`src/rtl/priority_encoder_q.sv`:
```
// Sequential N-to-log2(N) priority encoder: captures request pulses and hands them off one index per valid/ready grant.
// Define ROUND_ROBIN_EN for rotating priority; otherwise the lowest pending index wins.
module priority_encoder_q #(
    parameter int unsigned N = 4,
    parameter int unsigned W = 2
) (
    input  logic         clk,
    input  logic         rst,
    input  logic         en,
    input  logic [N-1:0] req,
    output logic [W-1:0] dout,
    output logic         valid,
    input  logic         ready,
    output logic [N-1:0] pend,
    output logic         err
);

    typedef enum logic {
        IDLE = 1'b0,
        HOLD = 1'b1
    } state_t;

    state_t       state_q;
    state_t       state_d;
    logic [W-1:0] dout_q;
    logic [W-1:0] dout_d;
    logic [N-1:0] pend_q;
    logic [N-1:0] pend_d;
    logic         err_q;
    logic         err_d;

    logic         hs;
    logic [N-1:0] clr;
    logic [N-1:0] cap;
    logic [N-1:0] rem;
    logic [W-1:0] search_start;

    // First set bit of x at or above start, wrapping modulo N
    function automatic logic [W-1:0] sel(input logic [N-1:0] x, input logic [W-1:0] start);
        logic [W-1:0] idx;
        logic         found;
        sel   = '0;
        found = 1'b0;
        for (int unsigned k = 0; k < N; k++) begin
            idx = start + W'(k);
            if (!found && x[idx]) begin
                sel   = idx;
                found = 1'b1;
            end
        end
    endfunction

    assign hs  = (state_q == HOLD) && ready;
    assign clr = hs ? (N'(1) << dout_q) : '0;
    assign cap = req & {N{en}};
    assign rem = pend_q & ~clr;

`ifdef ROUND_ROBIN_EN
    logic [W-1:0] rr_q;

    // Last granted line drops to lowest priority
    always_ff @(posedge clk) begin
        if (rst) begin
            rr_q <= '0;
        end else if (hs) begin
            rr_q <= dout_q + W'(1);
        end
    end

    assign search_start = rr_q;
`else
    assign search_start = '0;
`endif

    // State and registered outputs
    always_ff @(posedge clk) begin
        if (rst) begin
            state_q <= IDLE;
            dout_q  <= '0;
            pend_q  <= '0;
            err_q   <= 1'b0;
        end else begin
            state_q <= state_d;
            dout_q  <= dout_d;
            pend_q  <= pend_d;
            err_q   <= err_d;
        end
    end

    // Next state: grant while anything is pending, drain back to idle
    always_comb begin
        state_d = state_q;
        case (state_q)
            IDLE: if (|pend_q) state_d = HOLD;
            HOLD: if (hs && !(|rem)) state_d = IDLE;
            default: state_d = IDLE;
        endcase
    end

    // Next output values; a same-cycle request on the cleared bit re-arms it
    always_comb begin
        dout_d = dout_q;
        pend_d = rem | cap;
        err_d  = |(cap & rem);
        case (state_q)
            IDLE: if (|pend_q) dout_d = sel(pend_q, search_start);
            HOLD: if (hs && (|rem)) dout_d = sel(rem, search_start);
            default: dout_d = dout_q;
        endcase
    end

    assign dout  = dout_q;
    assign valid = (state_q == HOLD);
    assign pend  = pend_q;
    assign err   = err_q;

endmodule
```
`config.mk`:
```
export PLATFORM = sky130hd
export DESIGN_NAME = priority_encoder_q
export DESIGN_NICKNAME = d
export VERILOG_FILES = /design/src/rtl/priority_encoder_q.sv
export SDC_FILE = /design/constraint.sdc
export NUM_CORES = 1
export LEC_CHECK = 0
export CORE_AREA = 2 2 39 41
export CTS_CLUSTER_DIAMETER = 200
export DETAILED_ROUTE_END_ITERATION = 8
export DIE_AREA = 0 0 41 43
export PLACE_DENSITY = 0.67
export SYNTH_ARGS = -nofsm -noshare
export SYNTH_HDL_FRONTEND = slang
export SYNTH_SLANG_ARGS = --single-unit
```
`constraint.sdc`:
```
create_clock -name clk -period 1.95 [get_ports clk]
set_clock_uncertainty 0.1 [all_clocks]
set_input_delay 0.4875 -clock clk [delete_from_list [all_inputs] [get_ports clk]]
set_output_delay 0.4875 -clock clk [all_outputs]
set_load 0.03 [all_outputs]
```
==> flow_metrics.env <==
export IMPL_synth_area_leaders="dfxtp_1, a21oi_1, buf_6"
export IMPL_yosys_area_top_type_share_pct=32.5
export IMPL_cts_buffers=3
export IMPL_diodes=0
export IMPL_synth_most_common_cell="dfxtp_1"
export IMPL_area_delta_synth_final_pct=50.8
export IMPL_cp_max_fo=3
export IMPL_synth_main_ff_cell="dfxtp_1"
export IMPL_overflow=0
export IMPL_synth_distinct_cells=29
export IMPL_worst_skew_pair_late_latency_ps=270
export IMPL_io_pins=16
export IMPL_finalHoldViolations=0
export IMPL_yosys_area_top_type="dfxtp_1"
export IMPL_synth_edf_count=0
export IMPL_cts_sinks=8
export IMPL_dpl_cell_count=96
export IMPL_period_share_pct=96.8
export IMPL_final_layout_size_suffix_gt1_share_pct=26.5
export IMPL_critPathSlowestCell="clkdlybuf4s50_1"
export IMPL_ys_warn_count=0
export IMPL_drt_wirelength_per_cell_um=12.7
export IMPL_instances_no_fill=99
export IMPL_fp_dieW_um=41
export IMPL_syn_cell_area_um2=493
export IMPL_clk_path_buf_depth=2
export IMPL_firstDrtPassIters=4
export IMPL_hp_class="reg2reg"
export IMPL_utilization_pct=53.7
export IMPL_start_util_pct=35.6
export IMPL_port_buffers=15
export IMPL_slew_headroom_pct=77.5
export IMPL_initialDrtViolationCount=15
export IMPL_die_y_um=43
export IMPL_ys_ff_latch=8
export IMPL_antenna_found_initial=0
export IMPL_tightest_slew_ps=336
export IMPL_wl_um=1260
export IMPL_setup_viol=0
export IMPL_status="completed"
export IMPL_critPathMaxStageDelay_ps=680
export IMPL_tns_ps=0
export IMPL_crit_arrival_ps=1300
export IMPL_critPathLaunchType="flop"
export IMPL_postLayoutCellArea_um2=743
export IMPL_total_power_mw=0.553
export IMPL_async_flop_share_pct=0
export IMPL_drv_slew=0
export IMPL_dpl_cell_area_um2=717
export IMPL_track_usage_pct=17.1
export IMPL_grt_pass1_vias=464
export IMPL_synth_nets=65
export IMPL_critPathKind="reg2out"
export IMPL_p_leak_nw=0.297
export IMPL_tritoncts="built"
export IMPL_yosysSeqAreaShare_pct=32.5
export IMPL_grt_max_degree=13
export IMPL_synth_top_cells_by_count="dfxtp_1, a21oi_1, nor2_1"
export IMPL_drcViolationCount=0
export IMPL_postCtsSetupBuffers=0
export IMPL_synth_xor_area_share_pct=0
export IMPL_die_area_mm2=0.00176
export IMPL_critPathTopFamily="buffers and inverters"
export IMPL_dpl_hpwl_um=913
export IMPL_grt_pass1_wl_um=2020
export IMPL_core_mm2=0.00138
export IMPL_fin_nets=93
export IMPL_synth_compound_area_share_pct=32.2
export IMPL_synth_simple_area_share_pct=21.3
export IMPL_cts_htree_levels=1
export IMPL_fmax_mhz=530
export IMPL_rsz0062_at_grt="false"
export IMPL_routed_via_density=5.44
export IMPL_muxShareOfSynthArea_pct=5.08
export IMPL_period_needed_ps=1890
export IMPL_cts_resized=1
export IMPL_synth_adder_area_share_pct=0
export IMPL_syn_instance_count=57
export IMPL_holdBufCountCts=0
export IMPL_ir_drop_mv=0.443
export IMPL_worstPathCellList="clkdlybuf4s50_1"
export IMPL_path_clk_slew_ps=60
export IMPL_maxCapViolations=0
export IMPL_cp_buffers_inverters=1
export IMPL_synth_top_family_by_area="compound AO/OA/AOI/OAI gates"
export IMPL_root_buffer="clkbuf_4"
export IMPL_drtAntennaViolNets=0
export IMPL_avgSynthCellArea_um2=8.65
export IMPL_gp_congestion=0.825
export IMPL_dr_total_vias=539
export IMPL_cp_end_kind="output pin"
export IMPL_required_ps=1360
export IMPL_power_density_mw_per_mm2=744
export IMPL_row_count=14
[cells by family (layout without fill, tap and decap cells)]
| logic type | after synthesis | count (layout) |
|---|---|---|
| AO/OA/AOI/OAI | 21 | 21 |
| AND/OR/NAND/NOR | 20 | 20 |
| flip-flops | 8 | 8 |
| buffers and inverters | 6 | 32 |
| multiplexers | 2 | 2 |
[final timing paths]
check | from | to | slack (ps) | cells after the start
worst min register to register | pend[2]$_SDFF_PP0_ | pend[2]$_SDFF_PP0_ | 550 | 3
worst max register to register | pend[0]$_SDFF_PP0_ | dout[0]$_SDFFE_PP0P_ | 230 | 5
worst max-delay path | dout[0]$_SDFFE_PP0P_ | dout[0] | 60 | 1
worst min-delay path | pend[2]$_SDFF_PP0_ | pend[2]$_SDFF_PP0_ | 550 | 3
[cells in the final DEF, fill, tap and decap left out, types with 2 or more instances in the layout]
master and instances:
nor2_1 5, buf_4 12, dfxtp_1 8, nand2_1 3, clkdlybuf4s50_1 14, inv_1 2
a211oi_1 2, a21oi_1 6, nor3_1 3, nor4_1 3, o21ai_0 4, clkbuf_4 3
[sequential cells by signal (all words and copies together) (netlist names)]
| name | count |
|---|---|
| valid | 1 |
| dout | 2 |
| pend | 4 |
| err | 1 |
[layer usage]
metal | global-route usage [%] | share of wire, % | vias to the layer above
met5 | 0 | 0 | -
met2 | 23.4 | 42 | 17
met4 | 10.0 | 1.5 | 0
li1 | - | - | 276
met1 | 23.5 | 50 | 244
met3 | 3.66 | 6.4 | 2
[report_power, final]
| part | internal (mW) | switching [mW] |
|---|---|---|
| Combinational | 0.106 | 0.117 |
| Clock | 0.0710 | 0.0656 |
| Sequential | 0.181 | 0.0120 |
| Total | 0.358 | 0.195 |
[layout make-up]
| type | instances | area (um^2) |
|---|---|---|
| Inverter | 2 | 7.51 |
| Multi-Input combinational cell | 43 | 294 |
| Sequential cell | 8 | 160 |
| Fill cell | 139 | 641 |
| Timing Repair Buffer | 27 | 239 |
| Clock buffer | 3 | 22.5 |
| Tap cell | 16 | 20.0 |
[stage by stage]
stage                     worst slack (ps)  hold WS, ps
after floorplan                       32.1          527
after global placement                -123          543
after detailed placement              -139          531
after CTS                             48.3          543
after global routing                  8.98          593
final                                 63.3          548
(Power assumes the default switching activity.)
